[src/rtl/avalon_pio_pkg.sv]
// Shared definitions for the Avalon-MM input PIO: register map and bus width.
package avalon_pio_pkg;

  localparam int BUS_W = 32;

  localparam logic [2:0] ADDR_DATA     = 3'd0;
  localparam logic [2:0] ADDR_RAW      = 3'd1;
  localparam logic [2:0] ADDR_IRQ_MASK = 3'd2;
  localparam logic [2:0] ADDR_EDGE_CAP = 3'd3;
  localparam logic [2:0] ADDR_RISE_EN  = 3'd4;
  localparam logic [2:0] ADDR_FALL_EN  = 3'd5;

endpackage

[src/rtl/avalon_pio_in_edge_if.sv]
// Avalon-MM slave bus of the input PIO, including its level interrupt.
interface avalon_pio_in_edge_if;
  import avalon_pio_pkg::*;

  logic [2:0]       address;
  logic             chipselect;
  logic             write_n;
  logic [BUS_W-1:0] writedata;
  logic [BUS_W-1:0] readdata;
  logic             irq;

  modport slave (
    input  address, chipselect, write_n, writedata,
    output readdata, irq
  );

  modport master (
    output address, chipselect, write_n, writedata,
    input  readdata, irq
  );

endinterface

[src/rtl/pio_in_filter_bit.sv]
// One input bit: synchroniser chain, debounce counter and stable value,
// with single-cycle rise/fall pulses in the cycle the stable value flips.
module pio_in_filter_bit #(
  parameter int SYNC_STAGES     = 2,
  parameter int DEBOUNCE_CYCLES = 0
) (
  input  logic clk,
  input  logic reset,
  input  logic in_i,
  input  logic prime_i,
  output logic raw_o,
  output logic stable_o,
  output logic rise_o,
  output logic fall_o
);

  localparam int DC = (DEBOUNCE_CYCLES > 1) ? DEBOUNCE_CYCLES : 1;
  localparam int CW = (DEBOUNCE_CYCLES > 0) ? $clog2(DEBOUNCE_CYCLES + 1) : 1;
  localparam logic [CW-1:0] CNT_LAST = CW'(DC - 1);

  logic [SYNC_STAGES-1:0] sync_q;
  logic                   stable_q, stable_d;
  logic [CW-1:0]          cnt_q, cnt_d;
  logic                   differ, flip;

  assign raw_o    = sync_q[SYNC_STAGES-1];
  assign stable_o = stable_q;
  assign differ   = raw_o ^ stable_q;
  // Flip on the DC-th consecutive disagreeing cycle; never while priming.
  assign flip     = ~prime_i & differ & (cnt_q == CNT_LAST);
  assign rise_o   = flip & raw_o;
  assign fall_o   = flip & ~raw_o;

  always_comb begin
    stable_d = stable_q;
    cnt_d    = cnt_q;
    if (prime_i || flip) begin
      stable_d = raw_o;
      cnt_d    = '0;
    end else if (differ) begin
      cnt_d = cnt_q + 1'b1;
    end else begin
      cnt_d = '0;
    end
  end

  always_ff @(posedge clk) begin
    if (reset) begin
      sync_q   <= '0;
      stable_q <= 1'b0;
      cnt_q    <= '0;
    end else begin
      sync_q   <= {sync_q[SYNC_STAGES-2:0], in_i};
      stable_q <= stable_d;
      cnt_q    <= cnt_d;
    end
  end

endmodule

[src/rtl/avalon_pio_in_edge.sv]
// Parametrised Avalon-MM input PIO with debounce, selectable edge capture
// (write-1-to-clear) and a registered level interrupt.
module avalon_pio_in_edge
  import avalon_pio_pkg::*;
#(
  parameter int               WIDTH           = 8,
  parameter int               SYNC_STAGES     = 2,
  parameter int               DEBOUNCE_CYCLES = 0,
  parameter logic [WIDTH-1:0] RISE_EN_RESET   = '1,
  parameter logic [WIDTH-1:0] FALL_EN_RESET   = '0
) (
  input  logic                       clk,
  input  logic                       reset,
  avalon_pio_in_edge_if.slave        bus,
  input  logic [WIDTH-1:0]           in_port
);

  localparam int PW = $clog2(SYNC_STAGES + 2);
  localparam logic [PW-1:0] PRIME_LOAD = PW'(SYNC_STAGES + 1);

  logic [WIDTH-1:0] raw, data, rise, fall, event_v, clr, wdata;
  logic [WIDTH-1:0] mask_q, mask_d, edge_cap_q, edge_cap_d;
  logic [WIDTH-1:0] rise_en_q, rise_en_d, fall_en_q, fall_en_d;
  logic [BUS_W-1:0] readdata_d;
  logic [PW-1:0]    prime_q, prime_d;
  logic             priming, wr, irq_d;
  logic             unused_wdata;

  assign wr           = bus.chipselect & ~bus.write_n;
  assign wdata        = bus.writedata[WIDTH-1:0];
  assign unused_wdata = ^bus.writedata;

  // Priming covers the synchroniser fill so inputs high at reset raise no edge.
  assign priming = (prime_q != '0);
  assign prime_d = priming ? prime_q - 1'b1 : prime_q;

  for (genvar b = 0; b < WIDTH; b++) begin : g_bit
    pio_in_filter_bit #(
      .SYNC_STAGES    (SYNC_STAGES),
      .DEBOUNCE_CYCLES(DEBOUNCE_CYCLES)
    ) u_filt (
      .clk      (clk),
      .reset    (reset),
      .in_i     (in_port[b]),
      .prime_i  (priming),
      .raw_o    (raw[b]),
      .stable_o (data[b]),
      .rise_o   (rise[b]),
      .fall_o   (fall[b])
    );
  end

  always_comb begin
    event_v   = (rise & rise_en_q) | (fall & fall_en_q);
    clr       = (wr && bus.address == ADDR_EDGE_CAP) ? wdata : '0;
    // A new event outranks a simultaneous clear of the same bit.
    edge_cap_d = (edge_cap_q & ~clr) | event_v;
    mask_d    = (wr && bus.address == ADDR_IRQ_MASK) ? wdata : mask_q;
    rise_en_d = (wr && bus.address == ADDR_RISE_EN)  ? wdata : rise_en_q;
    fall_en_d = (wr && bus.address == ADDR_FALL_EN)  ? wdata : fall_en_q;
    irq_d     = |(edge_cap_q & mask_q);
    readdata_d = '0;
    case (bus.address)
      ADDR_DATA:     readdata_d = BUS_W'(data);
      ADDR_RAW:      readdata_d = BUS_W'(raw);
      ADDR_IRQ_MASK: readdata_d = BUS_W'(mask_q);
      ADDR_EDGE_CAP: readdata_d = BUS_W'(edge_cap_q);
      ADDR_RISE_EN:  readdata_d = BUS_W'(rise_en_q);
      ADDR_FALL_EN:  readdata_d = BUS_W'(fall_en_q);
      default:       readdata_d = '0;
    endcase
  end

  always_ff @(posedge clk) begin
    if (reset) begin
      prime_q      <= PRIME_LOAD;
      mask_q       <= '0;
      edge_cap_q   <= '0;
      rise_en_q    <= RISE_EN_RESET;
      fall_en_q    <= FALL_EN_RESET;
      bus.readdata <= '0;
      bus.irq      <= 1'b0;
    end else begin
      prime_q      <= prime_d;
      mask_q       <= mask_d;
      edge_cap_q   <= edge_cap_d;
      rise_en_q    <= rise_en_d;
      fall_en_q    <= fall_en_d;
      bus.readdata <= readdata_d;
      bus.irq      <= irq_d;
    end
  end

endmodule

[src/flat_wrapper.sv]
// flat-port wrapper written by rule: the top's interface ports become plain ports
module avalon_pio_in_edge_flat import avalon_pio_pkg::*;
#(
  parameter int               WIDTH           = 8,
  parameter int               SYNC_STAGES     = 2,
  parameter int               DEBOUNCE_CYCLES = 0,
  parameter logic [WIDTH-1:0] RISE_EN_RESET   = '1,
  parameter logic [WIDTH-1:0] FALL_EN_RESET   = '0
)
  (clk, reset, in_port, bus_address, bus_chipselect, bus_write_n, bus_writedata, bus_readdata, bus_irq);
  avalon_pio_in_edge_if bus_i ();
  input  logic clk;
  input  logic reset;
  input  logic [WIDTH-1:0] in_port;
  input wire logic [$bits(bus_i.address)-1:0] bus_address;
  input wire logic [$bits(bus_i.chipselect)-1:0] bus_chipselect;
  input wire logic [$bits(bus_i.write_n)-1:0] bus_write_n;
  input wire logic [$bits(bus_i.writedata)-1:0] bus_writedata;
  output wire logic [$bits(bus_i.readdata)-1:0] bus_readdata;
  output wire logic [$bits(bus_i.irq)-1:0] bus_irq;
  assign bus_i.address = bus_address;
  assign bus_i.chipselect = bus_chipselect;
  assign bus_i.write_n = bus_write_n;
  assign bus_i.writedata = bus_writedata;
  assign bus_readdata = bus_i.readdata;
  assign bus_irq = bus_i.irq;
  avalon_pio_in_edge #(.WIDTH(WIDTH), .SYNC_STAGES(SYNC_STAGES), .DEBOUNCE_CYCLES(DEBOUNCE_CYCLES), .RISE_EN_RESET(RISE_EN_RESET), .FALL_EN_RESET(FALL_EN_RESET)) u_core (.clk(clk), .reset(reset), .bus(bus_i), .in_port(in_port));
endmodule
[config.mk]
export PLATFORM = sky130hd
export DESIGN_NAME = avalon_pio_in_edge_flat
export DESIGN_NICKNAME = d
export VERILOG_FILES = /design/src/rtl/avalon_pio_pkg.sv /design/src/rtl/avalon_pio_in_edge_if.sv /design/src/rtl/pio_in_filter_bit.sv /design/src/rtl/avalon_pio_in_edge.sv /design/src/flat_wrapper.sv
export SDC_FILE = /design/constraint.sdc
export NUM_CORES = 1
export LEC_CHECK = 0
export ABC_AREA = 1
export CORE_AREA = 3 3 92 94
export CTS_BUF_LIST = sky130_fd_sc_hd__clkbuf_16
export DETAILED_ROUTE_END_ITERATION = 12
export DIE_AREA = 0 0 95 97
export GPL_TIMING_DRIVEN = 0
export MAX_ROUTING_LAYER = met4
export PLACE_DENSITY_LB_ADDON = 0.15
export SLEW_MARGIN = 10
export SYNTH_ARGS = -nofsm -noshare
export SYNTH_HDL_FRONTEND = slang
export SYNTH_SLANG_ARGS = --single-unit
export TNS_END_PERCENT = 50
[constraint.sdc]
create_clock -name clk -period 1.3 [get_ports clk]
set_input_delay 0.26 -clock clk [delete_from_list [all_inputs] [get_ports clk]]
set_output_delay 0.26 -clock clk [all_outputs]
set_load 0.01 [all_outputs]
==> run summary <==
TIMING
--------------------------------------------------------------------------------------------------------
Worst path setup slack after routing                                                             58.0 ps
Clock period minus final worst setup slack                                                       1240 ps
Skew final                                                                                       5.66 ps
Final hold vios                                                                                        0
Max_slew headroom                                                                                  65.7%
RSZ-0062 raised after global routing                                                                 yes
Final worst-path cycle share                                                                       95.5%
Sum Neg Setup Slack                                                                                 0 ps
Number of setup violations in the final report                                                         0
Transition at the pin with the smallest max-transition slack                                      515 ps
FMAX                                                                                             805 MHz
Max Transition Viols Final                                                                             0

DETAILED ROUTING
--------------------------------------------------------------------------------------------------------
Vias per Instance                                                                                   4.72
Initial DRC count                                                                                    274
Routed wire length                                                                               8160 um
Post-DRT Antenna Nets                                                                                  0
Average wire per standard cell                                                                   12.8 um
Drc violations                                                                                         0
Via Count                                                                                          3,009
DRT Pass-1 Iters                                                                                       4

CELLS AND AREA
--------------------------------------------------------------------------------------------------------
Net total in the final layout                                                                        579
Layout-stage area growth over the synthesis result                                                 25.6%
Count of non-filler cells in the finished layout                                                     637
Filler Cell Count                                                                                    742
Most common cell after layout, fill and taps aside                                          sky130_fd_sc_hd__nand2_1
Total inserted antenna cells                                                                           0
Layout cell share with drive strength beyond 1                                                     14.8%
Leading cell types in the layout, fill and taps excluded                                    sky130_fd_sc_hd__nand2_1, sky130_fd_sc_hd__dfxtp_1, sky130_fd_sc_hd__nor2_1
Utilization of the core after routing                                                              55.6%

FLOW RUN
--------------------------------------------------------------------------------------------------------
Number of maximum-capacitance violations                                                               0

DIE
--------------------------------------------------------------------------------------------------------
Core area                                                                                   0.00773 sq mm
Width of the die                                                                                   95 um
Y dimension of the die                                                                             97 um
Starting utilization of the core area                                                              44.2%
Row Count                                                                                             32
Die Footprint                                                                               0.00922 sq mm
I/O pin total                                                                                         80

PLACED DESIGN
--------------------------------------------------------------------------------------------------------
Pre-CTS worst setup slack                                                                        -486 ps
Number of port buffers                                                                                29
HPWL after DPL                                                                                   6080 um
Final weighted congestion of routability-driven global placement                                   0.919
Placed cells                                                                                         616

WORST SETUP PATH
--------------------------------------------------------------------------------------------------------
Register-to-register setup slack                                                                  110 ps
Capturing element type of the critical path                                                     register
Critical Path Fanout Max                                                                              10
Startpoint class of the critical path                                                          input pin
FF-to-FF Start                                                                              u_core.prime_q[0]
Classification of the worst setup path                                                      input pin to register
Peak per-stage delay on the critical path                                                         460 ps
Crit Reg-Reg Endpoint                                                                       u_core.edge_cap_q[1]
CP max stage cell                                                                           sky130_fd_sc_hd__clkdlybuf4s50_1
Data required time of the critical path                                                          1570 ps
Cell-by-cell trace of the critical path                                                     clkdlybuf4s50_1 > inv_1 > nand2_1 > nor2_4 > buf_6 > o21ai_2 > a21oi_2
Data arrival time of the worst path                                                              1510 ps
Worst reg-to-reg path cell count                                                                       6

LOGIC SYNTHESIS
--------------------------------------------------------------------------------------------------------
Cell area after technology mapping                                                          0.00342 sq mm
Synthesized instance count                                                                           454
Number of warnings reported in the yosys synthesis log                                                 0
Number of distinct library cells after synthesis                                                      28
Synth Area per Inst                                                                           7.53 sq um
Flops & latches, synth                                                                                75
Share of the yosys chip area belonging to registers                                                43.9%

PWR
--------------------------------------------------------------------------------------------------------
Pleak                                                                                            2.03 nW
Sw Share                                                                                           24.1%
Share of power burned in combinational logic                                                       11.4%
Worst IR drop on VDD                                                                            0.575 mV
Clock network power share                                                                          40.9%
Reported net switching power                                                                     1.24 mW
Internal                                                                                         3.90 mW
Power per unit of standard cell area                                                        1200 mW/mm^2
Flop pwr share                                                                                     47.7%
Tot Pwr                                                                                          5.14 mW

GLOBAL ROUTING
--------------------------------------------------------------------------------------------------------
First-pass GRT wire length                                                                     12,900 um
Maximum number of pins on one net before global-route repair                                          12
Overall Global Routing Usage                                                                       18.6%
Number of global-route vias before repair                                                          2,632
Sum of overflow across all layers after global routing                                                 0
Number of antenna violations at the first check in global routing                                      0

STATUS
--------------------------------------------------------------------------------------------------------
Status                                                                                         completed

CLOCK NETWORK
--------------------------------------------------------------------------------------------------------
Clock Latency Late Sink                                                                           330 ps
Total number of H-tree levels                                                                          3
Root buffer cell                                                                            sky130_fd_sc_hd__clkbuf_16
Clock tree sinks                                                                                      75
Post-CTS clock slew at the launch and capture registers of the worst setup and hold paths          60 ps
Count of hold buffers inserted by post-cts repair                                                      0
CTS tree                                                                                            done
Number of CTS-inserted buffers                                                                         9
Clock Tree Buf Depth                                                                                   2

WORST HOLD PATH
--------------------------------------------------------------------------------------------------------
Number of cells on the worst hold path                                                                 2
Origin of the worst min-delay path                                                                 reset
Worst hold path endpoint                                                                    u_core.edge_cap_q[0]
Path type of the worst min-delay path                                                       input pin to register

[metrics by stage]
| stage | cell area (sq um) | hold WS (ps) |
|---|---|---|
| after global routing | 4290 | 272 |
| after CTS | 4280 | 264 |
| after floorplan | 3530 | 367 |
| after global placement | 3950 | 390 |
| after detailed placement | 3950 | 396 |
| final | 4290 | 260 |
[how the worst max path moves through the flow]
| stage | startpoint | end | depth (start not counted) |
|---|---|---|---|
| 2_1_floorplan | u_core.prime_q[0] | u_core.prime_q[0] | 6 |
| 3_3_place_gp | bus_address[2] | u_core.bus.readdata[3] | 7 |
| 3_5_place_dp | bus_address[1] | u_core.bus.readdata[5] | 7 |
| 4_1_cts | u_core.prime_q[0] | u_core.prime_q[0] | 6 |
| 5_1_grt | bus_write_n | u_core.fall_en_q[5] | 7 |
| 6_report | bus_write_n | u_core.fall_en_q[5] | 7 |
[cell usage after synthesis (all sizes together)]
cell type / count / area, sq um
nand2: 76 / 285
dfxtp: 75 / 1500
nor2: 62 / 275
inv: 52 / 195
buf: 42 / 320
a21oi: 35 / 183
nand3: 34 / 193
o21ai: 34 / 185
nand4: 26 / 163
o211ai: 7 / 52.6
clkbuf: 4 / 16.3
nand3b: 3 / 22.5
clkinv: 2 / 8.75
conb: 1 / 3.75
ha: 1 / 12.5
[state kept, by name, summed over array words and instances (netlist names)]
signal / cells
u_core.rise_en_q: 8
u_core.mask_q: 8
u_core.bus.irq: 1
u_core.g_bit.u_filt.cnt_q: 8
u_core.g_bit.u_filt.stable_o: 8
u_core.g_bit.u_filt.sync_q: 16
u_core.edge_cap_q: 8
u_core.prime_q: 2
u_core.bus.readdata: 8
u_core.fall_en_q: 8
[logic make-up (layout without fill, tap and decap cells)]
family / count (synthesis) / count (layout) / share of synthesized area [%]
and+or+nand+nor: 201 / 201 / 27.5
buffers and inverters: 100 / 150 / 15.8
AOI/OAI and AO/OA: 76 / 76 / 12.3
DFF: 75 / 75 / 43.9
adders and majority gates: 1 / 1 / 0.366
other: 1 / 32 / 0.110
[what timing repair did]
item / 4_1_cts / 5_1_grt
setup endpoints to repair: 35 / 19
buffers inserted: 6 / 0
gates resized for setup: 17 / 7
pin swaps: 1 / 0
gates cloned: 1 / 0
[area by class of cell]
class | count | area [sq um] | share of cell area [%]
buffer | 45 | 339 | 7.90
clock buffer | 9 | 225 | 5.25
clock inverter | 6 | 26.3 | 0.612
inverter | 54 | 205 | 4.78
multi-input combinational | 310 | 1510 | 35.3
sequential | 75 | 1500 | 35.0
tap | 102 | 128 | 2.97
timing repair buffer | 36 | 354 | 8.25
[worst max-delay path, delay by kind of cell]
kind,cells,cell delay [ps]
compound gates,2,170
buf+inv,3,720
simple gates,2,360
[routing by layer]
layer  wire, um  up-vias  track usage (%)
met3        540       12             5.29
met5          0        -                -
li1           -     1569                -
met1       3630     1328             23.4
met2       3830      100             28.5
met4        156        0             6.66
[power by group through the flow]
stage / Combinational, mW / Sequential (mW) / Clock, mW
after floorplan: 0.370 / 2.49 / 0
after global placement: 0.541 / 2.49 / 0
after global routing: 0.650 / 2.46 / 2.24
after CTS: 0.575 / 2.45 / 2.13
final: 0.587 / 2.45 / 2.10
after detailed placement: 0.551 / 2.50 / 0
(Power assumes the default switching activity.)
